--- src/rtl/mem2_load_capture.sv ---
// MEM2 pipeline stage register with a DCache load-response capture FSM.
// Latches the MEM-stage fields, captures the read data that returns while a
// load occupies MEM2, and requests a stall until that data is present.
module mem2_load_capture (
  input  logic        clk,
  input  logic        rst,
  input  logic        MEM2_Flush,
  input  logic        MEM2_Wr,
  input  logic [31:0] MEM_ALUOut,
  input  logic [31:0] MEM_PC,
  input  logic [31:0] MEM_Instr,
  input  logic [31:0] MEM_OutB,
  input  logic [31:0] MEM_Result,
  input  logic [3:0]  MEM_LoadType,
  input  logic [1:0]  MEM_WbSel,
  input  logic [4:0]  MEM_Dst,
  input  logic [2:0]  MEM_RegsWrType,
  input  logic        MEM_IsLoad,
  input  logic        DC_RData_Valid,
  input  logic [31:0] DC_RData,
  input  logic        WB_Wr,
  output logic [31:0] MEM2_ALUOut,
  output logic [31:0] MEM2_PC,
  output logic [31:0] MEM2_Instr,
  output logic [31:0] MEM2_OutB,
  output logic [31:0] MEM2_Result,
  output logic [3:0]  MEM2_LoadType,
  output logic [1:0]  MEM2_WbSel,
  output logic [4:0]  MEM2_Dst,
  output logic [2:0]  MEM2_RegsWrType,
  output logic [31:0] MEM2_DMOut,
  output logic        MEM2_Stall
);

  typedef enum logic [1:0] {
    S_IDLE = 2'd0,  // no load pending
    S_WAIT = 2'd1,  // load in MEM2, data not yet returned
    S_HELD = 2'd2,  // data captured, waiting for WB to take it
    S_DROP = 2'd3   // flushed load still has a response in flight
  } state_t;

  state_t      state_reg;
  state_t      state_next;
  logic [31:0] dmout_reg;

  // WB acceptance is already folded into MEM2_Wr by the hazard unit; the
  // capture logic itself does not need it.
  logic        wb_wr_unused;
  assign wb_wr_unused = WB_Wr;

  // Stage field registers: flush clears, write loads, otherwise hold.
  always_ff @(posedge clk or posedge rst) begin
    if (rst) begin
      MEM2_ALUOut     <= '0;
      MEM2_PC         <= '0;
      MEM2_Instr      <= '0;
      MEM2_OutB       <= '0;
      MEM2_Result     <= '0;
      MEM2_LoadType   <= '0;
      MEM2_WbSel      <= '0;
      MEM2_Dst        <= '0;
      MEM2_RegsWrType <= '0;
    end else if (MEM2_Flush) begin
      MEM2_ALUOut     <= '0;
      MEM2_PC         <= '0;
      MEM2_Instr      <= '0;
      MEM2_OutB       <= '0;
      MEM2_Result     <= '0;
      MEM2_LoadType   <= '0;
      MEM2_WbSel      <= '0;
      MEM2_Dst        <= '0;
      MEM2_RegsWrType <= '0;
    end else if (MEM2_Wr) begin
      MEM2_ALUOut     <= MEM_ALUOut;
      MEM2_PC         <= MEM_PC;
      MEM2_Instr      <= MEM_Instr;
      MEM2_OutB       <= MEM_OutB;
      MEM2_Result     <= MEM_Result;
      MEM2_LoadType   <= MEM_LoadType;
      MEM2_WbSel      <= MEM_WbSel;
      MEM2_Dst        <= MEM_Dst;
      MEM2_RegsWrType <= MEM_RegsWrType;
    end
  end

  // FSM state and captured load data; data is only kept for an unflushed load.
  always_ff @(posedge clk or posedge rst) begin
    if (rst) begin
      state_reg <= S_IDLE;
      dmout_reg <= '0;
    end else begin
      state_reg <= state_next;
      if (state_reg == S_WAIT && DC_RData_Valid && !MEM2_Flush) begin
        dmout_reg <= DC_RData;
      end
    end
  end

  // Next-state logic plus the combinational bypass and stall outputs.
  always_comb begin
    state_next = state_reg;
    MEM2_DMOut = dmout_reg;
    MEM2_Stall = 1'b0;
    case (state_reg)
      S_IDLE, S_HELD: begin
        // A stray response here is a protocol error and is ignored.
        if (MEM2_Flush) begin
          state_next = S_IDLE;
        end else if (MEM2_Wr) begin
          state_next = MEM_IsLoad ? S_WAIT : S_IDLE;
        end
      end
      S_WAIT: begin
        if (DC_RData_Valid) begin
          MEM2_DMOut = DC_RData;
        end else begin
          MEM2_Stall = 1'b1;
        end
        if (MEM2_Flush) begin
          // A response arriving with the flush is consumed, nothing left to drop.
          state_next = DC_RData_Valid ? S_IDLE : S_DROP;
        end else if (DC_RData_Valid) begin
          if (MEM2_Wr) begin
            state_next = MEM_IsLoad ? S_WAIT : S_IDLE;
          end else begin
            state_next = S_HELD;
          end
        end
      end
      S_DROP: begin
        MEM2_Stall = 1'b1;
        if (DC_RData_Valid) begin
          state_next = S_IDLE;
        end
      end
      default: begin
        state_next = S_IDLE;
      end
    endcase
  end

endmodule
--- config.mk ---
export PLATFORM = sky130hd
export DESIGN_NAME = mem2_load_capture
export DESIGN_NICKNAME = d
export VERILOG_FILES = /design/src/rtl/mem2_load_capture.sv
export SDC_FILE = /design/constraint.sdc
export NUM_CORES = 1
export LEC_CHECK = 0
export ABC_AREA = 1
export BUFFER_PORTS_ARGS = -buffer_cell sky130_fd_sc_hd__buf_2
export CORE_AREA = 2 2 165 167
export CTS_CLUSTER_SIZE = 16
export DETAILED_ROUTE_END_ITERATION = 16
export DIE_AREA = 0 0 167 169
export GPL_TIMING_DRIVEN = 1
export SLEW_MARGIN = 20
export SYNTH_ARGS = -nofsm -noshare
export SYNTH_HDL_FRONTEND = slang
export SYNTH_SLANG_ARGS = --single-unit
export TNS_END_PERCENT = 100
--- constraint.sdc ---
create_clock -name clk -period 12 [get_ports clk]
set_clock_uncertainty 0.15 [all_clocks]
set_input_delay 1.8 -clock clk [delete_from_list [all_inputs] [get_ports clk]]
set_output_delay 1.8 -clock clk [all_outputs]
set_load 0.01 [all_outputs]
## After elaboration in Yosys (flattened, before gate mapping)

Index checks and enable logic that the tools add are counted.

- Equality and inequality tests: 6
- Multiplexer cells: 31
- Reductions and logical operators: 7

Operators with widths:

| operator | count |
|---|---|
| 32-bit two-way mux | 12 |
| 2-bit two-way mux | 9 |
| 5-bit two-way mux | 2 |
| 4-bit two-way mux | 2 |
| 3-bit two-way mux | 2 |
| 3-bit inequality test, second input constant | 2 |
| 2-bit one-hot mux with 3 select lines | 1 |
| 2-bit == test, second input constant | 2 |
| 3-bit AND reduction | 1 |
| 2-bit by 1-bit == test with 1-bit output, second input constant | 1 |
| 1-bit logical AND | 2 |
| 2-bit zero test | 1 |
| 1-bit two-way mux | 2 |
| 2-bit inequality test, second input constant | 1 |
| 1-bit one-hot mux with 2 select lines | 1 |
| 2-bit nonzero test | 1 |
| 2-bit OR reduction | 1 |
| 1-bit zero test | 1 |

- Output and inout port bits: 207
- Bits in registers: 208

## Depth between registers and ports, before layout

Gate-level depths: netlist of run 1.

- Depth after elaboration: 5
- Mapped depth: 7
- Gate-level depth less buffers: 6

## Worst setup path after synthesis of run 1

Ideal clock, no wire load.

- Path type: input to output
- Start: input port DC_RData_Valid
- End: output port MEM2_DMOut[23]
- Cell stages on the path: 4
- Arrival time: 2355 ps
- Path buffers: 1
- Slack: 7695 ps
- Cells stage by stage: nand2_1 -> buf_2 -> nand2_1 -> o21ai_1

- Word-level cells in the longest chain between the ends: 2

RTL lines:

| what | RTL line | RTL |
|---|---|---|
| start, declared | 19 | `input logic DC_RData_Valid,` |
| 32-bit two-way mux | 114 | `if (DC_RData_Valid) begin` |
| 32-bit two-way mux | 104 | `case (state_reg)` |
| end, declared | 31 | `output logic [31:0] MEM2_DMOut,` |

No other way between the ends.

## Worst setup path in the final report of run 1

- Start: input port DC_RData_Valid
- End: output port MEM2_DMOut[3]

Same word-level chain as after synthesis.

==> results of run 1 <==
[power by group through the flow]
stage | logic, uW | clock network (uW) | registers [uW]
finish | 362 | 693 | 834
global route | 405 | 749 | 845
CTS | 367 | 718 | 834
detailed placement | 366 | 0 | 845
global placement | 363 | 0 | 843
floorplan | 196 | 0 | 854
[worst max-delay path: cells and delay by family]
kind	cells	cell delay, ns
compound gates	1	0.11
buf+inv	2	0.30
simple gates	2	0.59
[placed cells by master (no fill, tap or decap)]
master,n
inv_6,1
clkinv_2,4
buf_2,418
clkbuf_1,5
nor2_4,2
nand2_1,73
nand3_1,4
a22o_1,174
bufinv_16,1
nand2_4,1
nand3_2,1
clkbuf_8,6
clkinvlp_4,2
o21ai_1,65
inv_1,33
inv_4,1
buf_4,5
nor2_1,1
a21oi_1,1
clkbuf_16,23
inv_2,2
dfrtp_1,208
inv_8,1
buf_16,1
[metal layers]
metal	up-vias	GRT usage
li1	3029	-
met1	3054	0.193
met2	264	0.249
met3	43	0.0358
met4	4	0.0427
met5	-	0
[synth_stat cells]
master / n
dfrtp_1: 208
a22o_1: 174
nand2_1: 74
o21ai_1: 65
buf_2: 39
inv_1: 34
buf_4: 6
nand3_1: 4
inv_2: 3
buf_1: 2
buf_6: 2
nor2_1: 2
a21oi_1: 1
clkbuf_1: 1
nand3_2: 1
nor2_4: 1
[metrics by stage]
step	total power, uW	instance area (um2)	utilization	instances	hold WS (ns)
2_1_floorplan	1050	7800	-	617	0.309
3_3_place_gp	1210	10100	0.381	1331	0.322
3_5_place_dp	1210	10100	0.381	1331	0.331
4_1_cts	1920	10900	0.409	1373	0.345
5_1_grt	2000	10900	0.411	1374	0.356
6_report	1890	10900	0.411	1374	0.339
[cell type report]
class | instances | area (um2)
Fill cell | 2608 | 15600
Sequential cell | 208 | 5200
Multi-Input combinational cell | 322 | 2200
Timing Repair Buffer | 424 | 2160
Clock buffer | 34 | 677
Tap cell | 341 | 427
Inverter | 37 | 149
Clock inverter | 8 | 73.8
[cells by family after synthesis]
group | Yosys count | share of synthesized area
AO/OA/AOI/OAI | 240 | 0.238
flip-flops | 208 | 0.667
buffers and inverters | 87 | 0.0529
AND/OR/NAND/NOR | 82 | 0.0419
[worst paths after layout]
kind | startpoint | to | slack (ns) | depth (start not counted)
max in group asynchronous | rst | MEM2_OutB[26] | 8.84 | 4
worst max-delay path | DC_RData_Valid | MEM2_DMOut[3] | 7.22 | 5
worst min register to register | dmout_reg[28] | dmout_reg[28] | 0.34 | 2
worst max register to register | state_reg[0] | dmout_reg[0] | 10.44 | 6
worst min-delay path | dmout_reg[28] | dmout_reg[28] | 0.34 | 2
min in group asynchronous | rst | MEM2_Instr[2] | 1.12 | 2
==> impl_results.md, run 1 <==
* Synth top area share at 0.667
* Max_slew headroom at 0.278
* Initial drt markers at 439
* Final min period at between 4 and 5 ns
* Cts hold-fix bufs at 0
* P_int at about 1400 uW
* Clock buffer depth at 3
* Core Area at about 27,000 um2
* Seq pwr share at 0.442
* Met3 Wirelength at about 1700 um
* Highest Signal Layer: met5
* Routed wire per std cell at 16.3 um
* CP Data Required Time at slightly above 10 ns
* Clock Latency Late Sink at between 0.4 and 0.5 ns
* Post-CTS Resized at 0
* Input/output buffers at 418
* DRT Pass-1 Iters at 4
* Via/cell ratio at 4.65
* Crit-path max FO at 64
* Avg Inst Size Synth at 12.6 um2
* Seq/Total Area, Yosys at 0.667
* YS warnings at 0
* # rows at 60
* Crit start category: input port
* CP arrival at around 2.8 ns
* Total Routing Usage GR at 0.149
* Post-route setup TNS at 0 ns
* Number of global-route vias before repair at ~6,200
* Status: finished, final reports clean
* DIE HEIGHT at roughly 170 um
* Sw Pwr at 529 uW
* CTS tree: done
* Drt drc at 0
* Initial core utilization at 0.294
* Worst stage delay on the critical path at approximately 0.47 ns
* Number of antenna violations at the first check in global routing at 2
* Clk slew on worst S/H paths at 0.06 ns
* Hold/Removal Path Class: flop to flop
* Pin count of the biggest net entering global routing at approximately 150
* Diode count at 0
* Area contributors post-synth: dfrtp_1 67%, a22o_1 20%, o21ai_1 4.2%, nand2_1 3.6%, buf_2 2.5%
* Total CTS buffers at 23
* Post-synth design cell area at around 7800 um2
* ANT nets after route at 0
* Unique masters post-synth at 16
* Max H-tree Level at 1
* Area Overhead vs Synth at 39.6%
* Max Fclk at about 0.21 GHz
* Die Footprint at about 28,000 um2
* M1 wire length at around 9300 um
* Worst Max-Slew Pin Slew at between 1 and 1.5 ns
* Overall routed net length at 22,300 um
* Layout cells sized above 1 at 0.454
* Grt total ovfl at 0
* Clock share of power at 0.367
* Crit path kind: input port to primary output
* Syn Nets at 830
* First-pass GRT wire length at approximately 34,000 um
* Routed wl met2 at between 10,000 and 15,000 um
* Logic pwr share at 0.191
* Final period util at 0.399
* Critical Path Most Common Cell: buf_2
* Nets at 1,229
* # IOs at 420
* Placed wire-length estimate at 15,300 um
* Sw frac at 0.280
* Final critical-path setup slack at roughly 7 ns
* Final Slew Violations at 0
* Max stage delay cell, worst path: nand2_4
* Crit end category: primary output
* Hold Violations, Final at 0
* Pwr dens at about 170 nW/um2
* Post-CTS setup buffers at 0
* Mapped Cells at 617
* Worst Setup Slack post-DPL at 6.87 ns
* Vias at approximately 6,400
* Chip width at between 150 and 200 um
* Root buf cell: clkbuf_16
* Synth area leader: dfrtp_1
* # setup viols final at 0
* Gpl congestion at 0.765
* Sink Count at about 210
* Max Cap Viol at 0
* RSZ-0062 raised after global routing: false
* Yosys reg bits at about 210
* Maximum vdd drop at ~0.11 mV
* Sequence of cells on the critical path: buf_2 > nand2_4 > nand2_1 > o21ai_1 > buf_2
* Leak Pwr at 0.00617 uW
No activity file was read; power rests on OpenSTA's default activity.
==> run 2, diff against run 1 <==
Settings changed: ABC_AREA 1 to 0, CORE_AREA 2 2 165 167 to 2 2 162 164, DIE_AREA 0 0 167 169 to 0 0 164 166, PLACE_DENSITY from default to 0.65.
Clock period 12 ns to 4.1 ns, I/O delays scaled along.
==> run 2 against run 1 <==
  * Via count is 0.81% higher
  * Combinational power grew to 2.7 times the previous value
  * Synthesized area is 13% higher
  * Global-route usage is 0.98 points higher
==> impl_results.md, run 2 <==
* Worst Setup Slack post-DPL at between 1 and 1.5 ns
* Overall routed net length at 22,600 um
* Gpl congestion at ~0.8
* Met3 Wirelength at about 2100 um
* Synth area leader: dfrtp_1
* Number of antenna violations at the first check in global routing at 1
* Number of global-route vias before repair at around 6,600
* Worst Max-Slew Pin Slew at between 0.9 and 1 ns
* Chip width at between 150 and 200 um
* Area Overhead vs Synth at 35.2%
* Pwr dens at ~460 nW/um2
* Initial core utilization at 0.345
* Maximum vdd drop at around 0.29 mV
* Post-route setup TNS at 0 ns
* Yosys reg bits at approximately 210
* First-pass GRT wire length at around 35,000 um
* Total Routing Usage GR at 0.158
* M1 wire length at ~9200 um
* Crit end category: primary output
* # setup viols final at 0
* Die Footprint at 27,200 um2
* RSZ-0062 raised after global routing: false
* Cts hold-fix bufs at 0
* Unique masters post-synth at 21
* DIE HEIGHT at roughly 170 um
* YS warnings at 0
* Most frequent cell after synthesis: dfrtp_1
* Synth top area share at 0.589
* Filler cells at 2,403
* Max Fclk at 0.354 GHz
* Diode count at 0
* ANT nets after route at 0
* Vias at approximately 6,400
* Main flop type after synthesis: dfrtp_1
* Grt total ovfl at 0
* Root buf cell: clkbuf_16
* Final min period at 2.83 ns
* Commonest non-fill, non-tap cell in the layout: buf_2
* CTS tree: done
* Most frequent cells in the layout: 416 x buf_2, 208 x dfrtp_1, 175 x nor2_1
* Routed wire per std cell at around 16 um
* Final Slew Violations at 0
* Clock Latency Late Sink at just over 0.5 ns
* Post-CTS setup buffers at 0
* Core Area at 25,600 um2
* Crit start category: flop
* Sink Count at about 210
* Post-synth design cell area at 8840 um2
* CP Data Required Time at 3.34 ns
* Max H-tree Level at 1
* Post-synth EDFFs at 0
* Hold Violations, Final at 0
* Area contributors post-synth: dfrtp_1 59%, mux2i_1 20%, nor2_1 7.4%, mux2_4 5.1%, mux2_2 4.3%
* Final critical-path setup slack at about 1.3 ns
* Syn Nets at between 800 and 900
* Drt drc at 0
* Post-CTS Resized at 0
* Input/output buffers at ~420
* Clk slew on worst S/H paths at 0.07 ns
* Status: finished, final reports clean
* Design Power at around 5500 uW
* Hold/Removal Path Class: input port to async pin
* Post-DP Area at 11,200 um2
* DRT Pass-1 Iters at 4
* Crit path kind: flop to primary output
* Max_slew headroom at 0.397
* Total CTS buffers at 23
* Pin count of the biggest net entering global routing at approximately 110
* Max Cap Viol at 0
* Highest Signal Layer: met5
* Synth cell count leaders: 208 x dfrtp_1, 175 x nor2_1, 174 x mux2i_1
* Clock buffer depth at 3
* Seq/Total Area, Yosys at 0.589
* Routed wl met2 at 10,700 um
* Leak Pwr at between 0.006 and 0.007 uW
* Via/cell ratio at 4.49
* Design area at ~12,000 um2
* # IOs at 420
* Nets at 1,296
* Avg Inst Size Synth at between 10 and 15 um2
* Crit-path max FO at 34
* Mapped Cells at about 680
* Initial drt markers at 402
* Final period util at 0.689
* Layout cells sized above 1 at 0.482
* Async SR Flop Fraction at 1.00
* CP arrival at ~2 ns
* # rows at 59
* Placed wire-length estimate at 15,800 um
run 2: cell families after synthesis:
family / Yosys count / share of synthesized area
AO/OA/AOI/OAI: 5 / 0.00396
buffers and inverters: 48 / 0.0357
flip-flops: 208 / 0.589
multiplexers: 238 / 0.291
AND/OR/NAND/NOR: 180 / 0.0805
run 2: final timing paths:
kind	startpoint	end	slack [ns]	cells past startpoint
max in group asynchronous	rst	MEM2_OutB[27]	3.17	3
worst min-delay path	rst	MEM2_Dst[3]	0.13	3
worst min register to register	dmout_reg[30]	dmout_reg[30]	0.35	1
worst max register to register	state_reg[1]	dmout_reg[29]	1.73	3
worst max-delay path	state_reg[1]	MEM2_DMOut[0]	1.27	3
min in group clk	MEM_IsLoad	state_reg[0]	0.19	3
run 2: report_power, final:
group	switching (uW)	total, uW	internal, uW
Combinational	449	960	511
Sequential	104	2350	2250
Clock	833	2160	1330
Total	1390	5480	4090
run 2: area by class of cell:
class	count	area [um2]	area share
Clock buffer	34	677	0.0566
Timing Repair Buffer	425	2200	0.184
Sequential cell	208	5200	0.435
Clock inverter	8	121	0.0102
Multi-Input combinational cell	423	3320	0.278
Tap cell	335	419	0.0351
Inverter	2	11.3	0.000942
run 2: worst max-delay path: stages (launching register included):
cell and delay, ns:
dfrtp_1 0.41, nand3b_4 0.51, mux2_2 0.47, buf_2 0.15
run 2: metrics by stage:
stage | utilization | hold slack, ns | std cells
3_5_place_dp | 0.436 | 0.340 | 1393
6_report | 0.467 | 0.127 | 1435
2_1_floorplan | - | 0.325 | 679
5_1_grt | 0.467 | 0.157 | 1435
3_3_place_gp | 0.436 | 0.336 | 1393
4_1_cts | 0.467 | 0.153 | 1435
run 2: metal layers:
metal / up-vias / track usage
met5: - / 0
met4: 2 / 0.0523
met3: 45 / 0.0435
met2: 298 / 0.269
met1: 3009 / 0.194
li1: 3092 / -
==> run 3, diff against run 2 <==
Clock period 4.1 ns to 2.5 ns, I/O delays scaled along.
==> run 3 against run 2 <==
  * Worst setup slack got worse by 1.2 ns
  * Utilization rose by 9.1 points
  * Largest cell class unchanged
  * Power is 70% higher
  * Die area did not move
  * Highest routed layer unchanged
  * Register-to-register slack worse by 1.2 ns
  * Clock-buffer cell count shrank 4
  * Combinational power up 97%
  * Sequential share of layout area is 7.1 points lower
  * Critical path depth stayed put
  * Global-route usage increased by 3.1 points
  * Via count up 15%
  * Final cell count grew 15%
==> impl_results.md, run 3 (synthesis results as in run 2) <==
* Gr busiest metal: met2
* Met2 usage at 0.341
* Via/cell ratio at ~4.5
* Crit path kind: flop to primary output
* DRT Pass-1 Iters at 4
* Seq pwr share at 0.417
* Number of antenna violations at the first check in global routing at 1
* Worst-case reg-to-reg path depth at 4
* ANT nets after route at 0
* Levels on crit path at 3
* RSZ-0062 raised after global routing: false
* Logic pwr share at 0.203
* Worst r2r src: state_reg[0]
* Die Footprint at 27,200 um2
* Core Area at roughly 26,000 um2
* Design area at around 14,000 um2
* Min-delay src: MEM_PC[25]
* Sink Count at 208
* Placed Instances at approximately 1,400
* Pin count of the biggest net entering global routing at 45
* Status: finished, final reports clean
* Worst Setup EP: MEM2_DMOut[12]
* Final period util at 0.957
* Most frequent cells in the layout: 416 x buf_2, 208 x dfrtp_1, 206 x dlygate4sd3_1
* Crit-path max FO at 17
* Delay-heaviest family, CP: flip-flops
* Max_slew headroom at 0.514
* Routed wire per std cell at 16.1 um
* Max Fclk at approximately 0.42 GHz
* Worst stage delay on the critical path at 0.52 ns
* Number of global-route vias before repair at 8,020
* Post-CTS setup buffers at 0
* Nets at between 1,500 and 2,000
* Worst Setup Slack post-DPL at 0.414 ns
* # setup viols final at 0
* Leak Pwr at 0.00777 uW
* Input/output buffers at 418
* Design Power at 9310 uW
* Critical Path Start: state_reg[0]
* Max Cap Viol at 0
* CTS tree: done
* Hold Violations, Final at 0
* Max H-tree Level at 1
* Total CTS buffers at 23
* Pwr dens at approximately 650 nW/um2
* DIE HEIGHT at roughly 170 um
* Area Overhead vs Synth at 61.4%
* Met1 track utilization from global routing at 0.220
* Placed wire-length estimate at about 17,000 um
* Crit start category: flop
* Final Util at 0.557
* # rows at between 50 and 60
* P_int at approximately 7000 uW
* Sw Pwr at around 2400 uW
* Chip width at 164 um
* Commonest non-fill, non-tap cell in the layout: buf_2
* Overall routed net length at roughly 27,000 um
* Clock buffer depth at 3
* Clock share of power at 0.380
* Final critical-path setup slack at about 0.11 ns
* Final min period at between 2 and 2.5 ns
* Hold/Removal Path Class: input port to flop
* CP bufs+invs at 1
* Non-filler cells, final at ~1,700
* CP Data Required Time at just under 2 ns
* Initial drt markers at around 320
* Final Slew Violations at 0
* Root buf cell: clkbuf_16
* Worst Max-Slew Pin Slew at approximately 0.73 ns
* Layout cells sized above 1 at 0.414
* Drt drc at 0
* CP arrival at roughly 1.9 ns
* Clk slew on worst S/H paths at 0.06 ns
* Vias at about 7,400
* Post-DP Area at roughly 11,000 um2
* Met3 Use GR at 0.0437
* RR Endpoint: dmout_reg[30]
* Sw frac at 0.253
* Gpl congestion at 0.794
* Max stage delay cell, worst path: dfrtp_1
* # IOs at 420
* Total Routing Usage GR at 0.189
* Sequence of cells on the critical path: nand3b_4 > mux2_2 > buf_2
* Setup slack, reg-to-reg at approximately 0.53 ns
* Diode count at 0
* First-pass GRT wire length at 41,600 um
* Clock Latency Late Sink at ~0.5 ns
* Grt total ovfl at 0
* Crit end category: primary output
* Initial core utilization at 0.345
* Maximum vdd drop at ~0.5 mV
[run 3: changes by cell type in the layout (fill, tap and decap cells not counted)]
| cell | change |
|---|---|
| clkbuf_1 | -4 |
| buf_12 | +11 |
| dlygate4sd3_1 | +206 |
| buf_4 | +1 |
| nand3b_4 | +1 |
| clkinv_4 | +3 |
| clkinv_2 | +1 |
| clkinvlp_4 | -1 |
[run 3: power by group through the flow]
stage	Sequential (uW)	Clock (uW)	Combinational [uW]
floorplan	3960	0	915
global placement	3920	0	1600
detailed placement	3920	0	1640
CTS	3870	3640	1890
global route	3910	3790	2060
finish	3880	3540	1890
[run 3: worst min path at each step]
stage                    endpoint  slack, ns  cells after the start
floorplan           dmout_reg[29]       0.32                      1
global placement    dmout_reg[18]       0.34                      1
detailed placement  dmout_reg[31]       0.34                      1
CTS                   MEM2_PC[25]       0.02                      3
global route          MEM2_PC[25]       0.04                      3
finish                MEM2_PC[25]       0.03                      3
[run 3: timing repair]
action | CTS | global route
hold endpoints to repair | 221 | 0
hold buffers | 206 | 0
setup endpoints to repair | 32 | 3
gates cloned | 1 | 0
resized for setup | 1 | 0
pin swaps | 0 | 1
[run 3: through the flow]
step	hold slack, ns	TNS (ns)
2_1_floorplan	0.325	-150.85
3_3_place_gp	0.342	0
3_5_place_dp	0.338	0
4_1_cts	0.0155	0
5_1_grt	0.0385	0
6_report	0.0289	0
[run 3: cell type report]
type                            instances  area, um2
Clock inverter                         11        145
Clock buffer                           30        662
Tap cell                              335        419
Sequential cell                       208       5200
Inverter                                2       11.3
Multi-Input combinational cell        424       3340
Timing Repair Buffer                  643       4490
Fill cell                            2064      11300
[run 3: per-layer routing]
metal,vias up,routed length (um)
li1,3528,-
met1,3500,10300
met2,336,13400
met3,63,2120
met4,2,751
met5,-,11
[run 3: worst min-delay path, cell delays in order]
cell and delay (ns):
buf_2 0.11, mux2i_1 0.08, nor2_1 0.08
